$ cat config.mk
export PLATFORM = sky130hd
export DESIGN_NAME = conv_stream_driver
export DESIGN_NICKNAME = d
export VERILOG_FILES = /design/src/rtl/conv_stream_driver.sv
export SDC_FILE = /design/constraint.sdc
export NUM_CORES = 2
export LEC_CHECK = 0
export BUFFER_PORTS_ARGS = -buffer_cell sky130_fd_sc_hd__clkbuf_2
export CAP_MARGIN = 20
export CORE_MARGIN = 1.5
export CORE_UTILIZATION = 67
export CTS_CLUSTER_SIZE = 30
export DETAILED_ROUTE_END_ITERATION = 12
export PLACE_DENSITY_LB_ADDON = 0.08
export SYNTH_ARGS = -nofsm -noshare
export SYNTH_HDL_FRONTEND = slang
export SYNTH_SLANG_ARGS = --single-unit
$ cat constraint.sdc
create_clock -name clk -period 8.7 [get_ports clk]
set_input_delay 0.87 -clock clk [delete_from_list [all_inputs] [get_ports clk]]
set_output_delay 0.87 -clock clk [all_outputs]
set_load 0.01 [all_outputs]
$ cat src/rtl/conv_stream_driver.sv
// Host-side stream driver for conv_* blocks: sends x from a load buffer and captures y into a result buffer.
// Optional macro STREAM_DRV_THROTTLE_EN adds a gap port that inserts idle cycles after each x transfer.
module conv_stream_driver #(
    parameter int WIDTH = 16,
    parameter int LENX  = 64,
    parameter int LENF  = 33,
    parameter int LOGX  = 6
) (
    input  logic             clk,
    input  logic             reset,
    input  logic             load_en,
    input  logic [LOGX-1:0]  load_addr,
    input  logic [WIDTH-1:0] load_data,
    input  logic             start,
`ifdef STREAM_DRV_THROTTLE_EN
    input  logic [3:0]       gap,
`endif
    output logic             busy,
    output logic             done,
    output logic [WIDTH-1:0] m_data_out_x,
    output logic             m_valid_x,
    input  logic             m_ready_x,
    input  logic [WIDTH-1:0] s_data_in_y,
    input  logic             s_valid_y,
    output logic             s_ready_y,
    input  logic [LOGX-1:0]  rd_addr,
    output logic [WIDTH-1:0] rd_data,
    output logic [LOGX:0]    y_count
);
    localparam int NUMY = LENX - LENF + 1;
    localparam logic [LOGX:0] TX_END = (LOGX+1)'(LENX);
    localparam logic [LOGX:0] RX_END = (LOGX+1)'(NUMY);

    typedef enum logic [1:0] {IDLE, RUN, DONE} state_t;
    state_t state, state_n;

    logic [WIDTH-1:0] x_mem   [LENX];
    logic [WIDTH-1:0] res_mem [2**LOGX];

    logic [LOGX:0]    tx_cnt, rx_cnt, issue_cnt;
    logic [LOGX:0]    tx_cnt_n, rx_cnt_n;
    logic [WIDTH-1:0] rdq;
    logic             p1_vld;
    logic             tx_fire, rx_fire, out_load, issue, gap_ok, start_acc;

    assign start_acc = start && (state != RUN);
    assign tx_fire   = m_valid_x && m_ready_x;
    assign rx_fire   = s_valid_y && s_ready_y && (state == RUN);
    assign tx_cnt_n  = tx_cnt + {{LOGX{1'b0}}, tx_fire};
    assign rx_cnt_n  = rx_cnt + {{LOGX{1'b0}}, rx_fire};

`ifdef STREAM_DRV_THROTTLE_EN
    logic [3:0] gap_cnt;
    // gap_cnt==1 means the idle window ends this cycle, so the next sample may load now
    assign gap_ok = tx_fire ? (gap == 4'd0) : (gap_cnt <= 4'd1);

    always_ff @(posedge clk) begin
        if (reset || start_acc)
            gap_cnt <= '0;
        else if (state == RUN) begin
            if (tx_fire)
                gap_cnt <= gap;
            else if (gap_cnt != 4'd0)
                gap_cnt <= gap_cnt - 4'd1;
        end
    end
`else
    assign gap_ok = 1'b1;
`endif

    // Two-stage TX: buffer read register (p1) feeds the output register, keeping back-to-back flow
    assign out_load = (state == RUN) && p1_vld && (!m_valid_x || m_ready_x) && gap_ok;
    assign issue    = (state == RUN) && (issue_cnt < TX_END) && (!p1_vld || out_load);

    always_ff @(posedge clk) begin
        if (reset)
            state <= IDLE;
        else
            state <= state_n;
    end

    always_comb begin
        state_n = state;
        case (state)
            IDLE, DONE: if (start) state_n = RUN;
            RUN:        if (tx_cnt_n == TX_END && rx_cnt_n == RX_END) state_n = DONE;
            default:    state_n = IDLE;
        endcase
    end

    always_comb begin
        busy = (state == RUN);
        done = (state == DONE);
    end

    always_ff @(posedge clk) begin
        if (reset) begin
            tx_cnt       <= '0;
            rx_cnt       <= '0;
            issue_cnt    <= '0;
            p1_vld       <= 1'b0;
            m_valid_x    <= 1'b0;
            m_data_out_x <= '0;
            s_ready_y    <= 1'b0;
        end else begin
            if (start_acc) begin
                tx_cnt    <= '0;
                rx_cnt    <= '0;
                issue_cnt <= '0;
                p1_vld    <= 1'b0;
                m_valid_x <= 1'b0;
            end else if (state == RUN) begin
                tx_cnt <= tx_cnt_n;
                rx_cnt <= rx_cnt_n;
                if (issue)
                    issue_cnt <= issue_cnt + 1'b1;
                if (issue)
                    p1_vld <= 1'b1;
                else if (out_load)
                    p1_vld <= 1'b0;
                if (out_load) begin
                    m_valid_x    <= 1'b1;
                    m_data_out_x <= rdq;
                end else if (tx_fire)
                    m_valid_x <= 1'b0;
            end
            s_ready_y <= (state_n == RUN) && (start_acc || rx_cnt_n < RX_END);
        end
    end

    always_ff @(posedge clk) begin
        if (load_en && state != RUN)
            x_mem[load_addr] <= load_data;
        if (issue)
            rdq <= x_mem[issue_cnt[LOGX-1:0]];
        if (rx_fire)
            res_mem[rx_cnt[LOGX-1:0]] <= s_data_in_y;
    end

    always_ff @(posedge clk) begin
        if (reset)
            rd_data <= '0;
        else
            rd_data <= res_mem[rd_addr];
    end

    assign y_count = rx_cnt;
endmodule

# == Yosys cells after proc, flatten, opt, wreduce, memory -nomap -nowiden ==
# Memory sizes are Yosys's and may differ from the RTL's. A register that Yosys moved wholly into a read port is not among the register bits.
# Cells that the tools add are included.
# totals
reg_bits,42
latchBits,0
ram_bits,2048
rom_bits,0
out_inout_bits,43
word_cells,58
memories,2
# classes
n_addsub,3
multipliers,0
div_mod_pow,0
n_lt_le_gt_ge,2
eq_ne,6
n_shift,0
mux,11
bitwise,1
n_reduce_logical,25
# memory_table
memory,depth,width,read_ports,rd_ports_with_merged_regs,wr,line,rtl
res_mem,64,16,1,1,1,38,logic [WIDTH-1:0] res_mem [2**LOGX];
x_mem,64,16,1,1,1,37,logic [WIDTH-1:0] x_mem [LENX];
# op_table
cell,n
7-bit by 1-bit adder with 7-bit output,2
1-bit logical AND,11
1-bit 2-to-1 mux,8
7-bit by 1-bit adder with 7-bit output (second input constant),1
7-bit by 6-bit == test with 1-bit output (second input constant),1
7-bit == test (second input constant),1
7-bit by 6-bit < comparator with 1-bit output (second input constant),1
7-bit < comparator (second input constant),1
2-bit AND reduction,3
2-bit by 1-bit == test with 1-bit output (second input constant),2
2-bit 2-to-1 mux,2
2-bit one-hot mux with 2 select lines,1
2-bit nonzero test,2
2-bit OR reduction,2
1-bit logical OR,3
3-bit AND reduction,1
2-bit == test (second input constant),1
1-bit zero test,2
2-bit zero test,1
2-bit by 1-bit != test with 1-bit output (second input constant),1
1-bit inverter,1

# == Longest topological paths before layout ==
# depth
word_depth,9
depth_mapped,10
mapped_depth_nobuf,10

# == Worst setup path after synthesis ==
# Ideal clock, no wire load.
# synth_path
path_type,input -> register
start,input m_ready_x
end,register issue_cnt[4]
setup_ns,0.128
arrival_time_ns,3.186
t_required_ns,8.572
setup_slack_ns,5.386
cell_stages,5
path_buffers,0
cell_sequence,nor2b_1 a211oi_1 nand3_1 xnor2_1 nor2_1
# synth_between
elab_chain_len,5
# synth_rtl
item,line,rtl
"start, declared",22,"input logic m_ready_x,"
1-bit logical OR,72,assign out_load = (state == RUN) && p1_vld && (!m_valid_x || m_ready_x) && gap_ok;
1-bit logical AND,72,
1-bit logical OR,73,assign issue = (state == RUN) && (issue_cnt < TX_END) && (!p1_vld || out_load);
1-bit logical AND,73,
via issue,44,"logic tx_fire, rx_fire, out_load, issue, gap_ok, start_acc;"
2-bit AND reduction (no line),--,
"end signal, assigned",116,issue_cnt <= issue_cnt + 1'b1;
"end, declared",40,"logic [LOGX:0] tx_cnt, rx_cnt, issue_cnt;"
# The timed path passes the listed nets, and every way through them passes these cells.
# A chain may end at the register's enable or synchronous reset.

# == Final worst setup path ==
# layout_path
start,register issue_cnt[0]
end,"register rdq[6], read port of x_mem, data pin"
# layout_between
elab_chain_len,3
# layout_rtl
item,line,rtl
7-bit < comparator,73,
1-bit logical AND (2 in series),73,
"end, declared",42,logic [WIDTH-1:0] rdq;
# Parallel ways exist; a longest one is shown, timed or not.

==> summary.md <==
| Metric | Value |
|---|---|
| Vias | `between 40,000 and 50,000` |
| Root buffer cell | `clkbuf_16` |
| Status | `completed` |
| Vias in the first global route | `a little over 40,000` |
| Hold slack final | `approximately 0.38 ns` |
| Die width | `351.6 um` |
| Yosys reg bits | `~2,100` |
| Async set-reset flop share out of synthesis | `0%` |
| Synth Cell Area | `approximately 81,000 um^2` |
| First-pass GRT wire length | `around 280,000 um` |
| Arrival time worst endpoint | `between 4 and 5 ns` |
| Post-CTS Resized | `0` |
| WS Path Type | `flop to flop` |
| Total track usage | `about a third` |
| Post-DP Area | `84,380 um^2` |
| Non-Filler Instances | `5,757` |
| Hold crit path type | `input pin to flop` |
| Switch share | `about a fifth` |
| Layout cells sized above 1 | `between 20% and 30%` |
| Total negative slack | `0 ns` |
| Clock share of power | `between 40% and 50%` |
| Vias per cell | `between 6 and 7` |
| Sequential Power Share | `55.6%` |
| Simple-gate share of the synthesized area | `between 2 and 2.5%` |
| Fin area | `approximately 91,000 um^2` |
| EDFF count, synth | `roughly 2,100` |
| Most frequent cells in the layout | `2,064 x edfxtp_1, 512 x mux4_2, 205 x clkbuf_16` |
| Leak | `around 28 nW` |
| Initial antenna violation count | `3` |
| # rows | `between 100 and 150` |
| Cells after Synth | `around 3,700` |
| Yosys warning total | `0` |
| Post-synthesis mux area share | `between 15 and 20%` |
| Power share of the combinational group | `under 10%` |
| Placed insts | `around 5,400` |
| IO Pins | `93` |
| Avg Synthesized Cell Area | `22.00 um^2` |
| RD Place Congestion | `slightly below 0.9` |
| Detailed Routing Iterations Pass 1 | `6` |
| Setup bufs post-CTS | `0` |
| Post-place setup slack | `about 4.3 ns` |
| Max Fanout on Critical Path | `52` |
| Endpoints failing hold | `0` |
| PwrDens | `around 220 nW/um^2` |
| Final setup margin | `about 4.5 ns` |
| Least-Margin Pin Slew | `approximately 1.3 ns` |
| Pwr Total | `between 20 and 25 mW` |
| Worst-Skew Late Latency | `just over 0.8 ns` |
| Starting DRC count in detailed routing | `between 5,000 and 6,000` |
| CTS buffer count | `200` |
| Yosys cell types | `57` |
| Adder-Cell Fraction of Synth Area | `0.07682%` |
| Max transition margin | `roughly 12%` |
| DP HPWL | `112,800 um` |
| # DRC | `0` |
| H-tree depth | `4` |
| Clock Tree Buf Depth | `3` |
| Die height | `about 350 um` |
| Core Util, Final | `75.32%` |
| Compound-cell area share of the yosys netlist | `under 10%` |
| Seq/Total Area, Yosys | `slightly below 80%` |
| Final ANT Viol Nets | `0` |
| P&R area growth vs syn | `11.26%` |
| Tcrit/Tclk final | `around 48%` |
| Max-slew violations | `0` |
| Max-Cap Viols | `0` |
| Largest net degree at the start of global routing | `approximately 140` |
| # hold bufs at CTS | `0` |
| CP Capture Type | `flop` |
| Net switching power | `4.110 mW` |
| Most common cell after layout, fill and taps aside | `edfxtp_1` |
| Crit path required time | `slightly above 9 ns` |
| Syn nets | `about 3,800` |
| Tmin final | `a little over 4 ns` |
| Final Skew | `0.02974 ns` |
| Final setup vio count | `0` |
| Main combinational cell family by area after synthesis | `multiplexers` |
| CP Launch Type | `flop` |
| CTS tree | `done` |
| Max Fclk | `approximately 240 MHz` |
| Internal power | `around 16 mW` |
| Initial Utilization | `67.70%` |
| Clock transition at path regs | `0.06 ns` |
| Core area | `~120,000 um^2` |
| RSZ-0062 raised after global routing | `false` |
| Post-Synth XOR/XNOR Area | `less than 1%` |
| Die Area | `between 100,000 and 150,000 um^2` |
| Port bufs | `92` |
| VDD IR max | `roughly 0.00024 V` |
| Post-DR wirelength/cell | `34.28 um` |
| Flop-to-flop setup slack | `4.54 ns` |
| Top FF cell, synth | `edfxtp_1` |
| DRT Wirelength | `197,300 um` |
| Nets | `4,040` |
| Num Clock Sinks | `about 2,100` |
| Gr ovfl total | `0` |
## power by group through the flow
stage	logic [mW]	registers, mW	clock network (mW)
finish	0.789	11.3	8.20
global route	0.830	11.3	8.64
CTS	0.783	11.3	8.26
detailed placement	0.777	11.5	0
global placement	0.751	11.5	0
floorplan	0.441	11.5	0
## final cells by class
type                       instances  area (um^2)
antenna                            2        5.005
timing repair buffer             280         2048
clock buffer                     259         5353
fill                            6370        29680
inverter                           6        22.52
tap                             1612         2017
clock inverter                   101        732.0
multi-input combinational       1375        17270
sequential                      2122        63160
## path summary, 6_finish.rpt
kind	start	cells after the start	end
worst max register to register	issue_cnt[0]$_SDFFE_PP0P_	5	rdq[6]$_DFFE_PP_
worst min-delay path	start	3	state[0]$_SDFF_PP0_
worst min register to register	m_data_out_x[12]$_SDFFE_PP0P_	2	m_data_out_x[12]$_SDFFE_PP0P_
worst max-delay path	issue_cnt[0]$_SDFFE_PP0P_	5	rdq[6]$_DFFE_PP_
## cell usage after synthesis (all sizes together) (5+ instances only)
library cell | count | area [um^2]
buf | 132 | 785.7
nor3 | 21 | 105.1
o31ai | 7 | 52.55
mux2i | 182 | 1822
a21oi | 62 | 310.3
nand4 | 8 | 50.05
inv | 6 | 22.52
xnor2 | 10 | 87.58
a221oi | 13 | 113.9
or3 | 6 | 37.54
o22ai | 35 | 219.0
clkbuf | 67 | 252.7
a22oi | 9 | 67.56
nand3b | 11 | 82.58
a211o | 6 | 52.55
mux2 | 11 | 123.9
xor2 | 6 | 52.55
ha | 5 | 62.56
nand2b | 12 | 75.07
or3b | 6 | 52.55
nor2b | 17 | 106.4
nand3 | 21 | 105.1
nand2 | 88 | 330.3
edfxtp | 2064 | 61980
and2 | 5 | 31.28
mux4 | 519 | 11710
a2111oi | 14 | 122.6
dfxtp | 58 | 1161
o221ai | 13 | 113.9
a211oi | 13 | 97.59
o21ai | 34 | 170.2
o211ai | 11 | 82.58
nor2 | 199 | 747.0
## state kept, by name, summed over array words and instances, names as in the netlist
name,flops
res_mem,1024
x_mem,1024
m_data_out_x,16
rd_data,16
rdq,16
issue_cnt,7
tx_cnt,7
y_count,7
state,2
m_valid_x,1
p1_vld,1
s_ready_y,1
## cells by family after synthesis
family | after synthesis
flip-flops | 2122
buffers and inverters | 205
multiplexers | 712
XOR/XNOR | 16
AO/OA/AOI/OAI | 234
adder cells (fa/ha/maj) | 5
AND/OR/NAND/NOR | 408
## critical path, cell delays in order (launching register included)
cell and delay, ns:
dfxtp_4 1.05, buf_4 0.86, nand3_1 0.79, o22ai_1 0.78, a2111oi_2 0.13, o31ai_1 0.27
## per-layer routing
layer / wire length [um] / share of wire [%] / global-route usage [%]
met2: 98650 / 50 / 53.79
met3: 18910 / 9.6 / 6.392
met1: 69990 / 35 / 43.80
met5: 15 / 0.0076 / 0
met4: 9776 / 5.0 / 14.87
No activity file was read; power rests on OpenSTA's default activity.
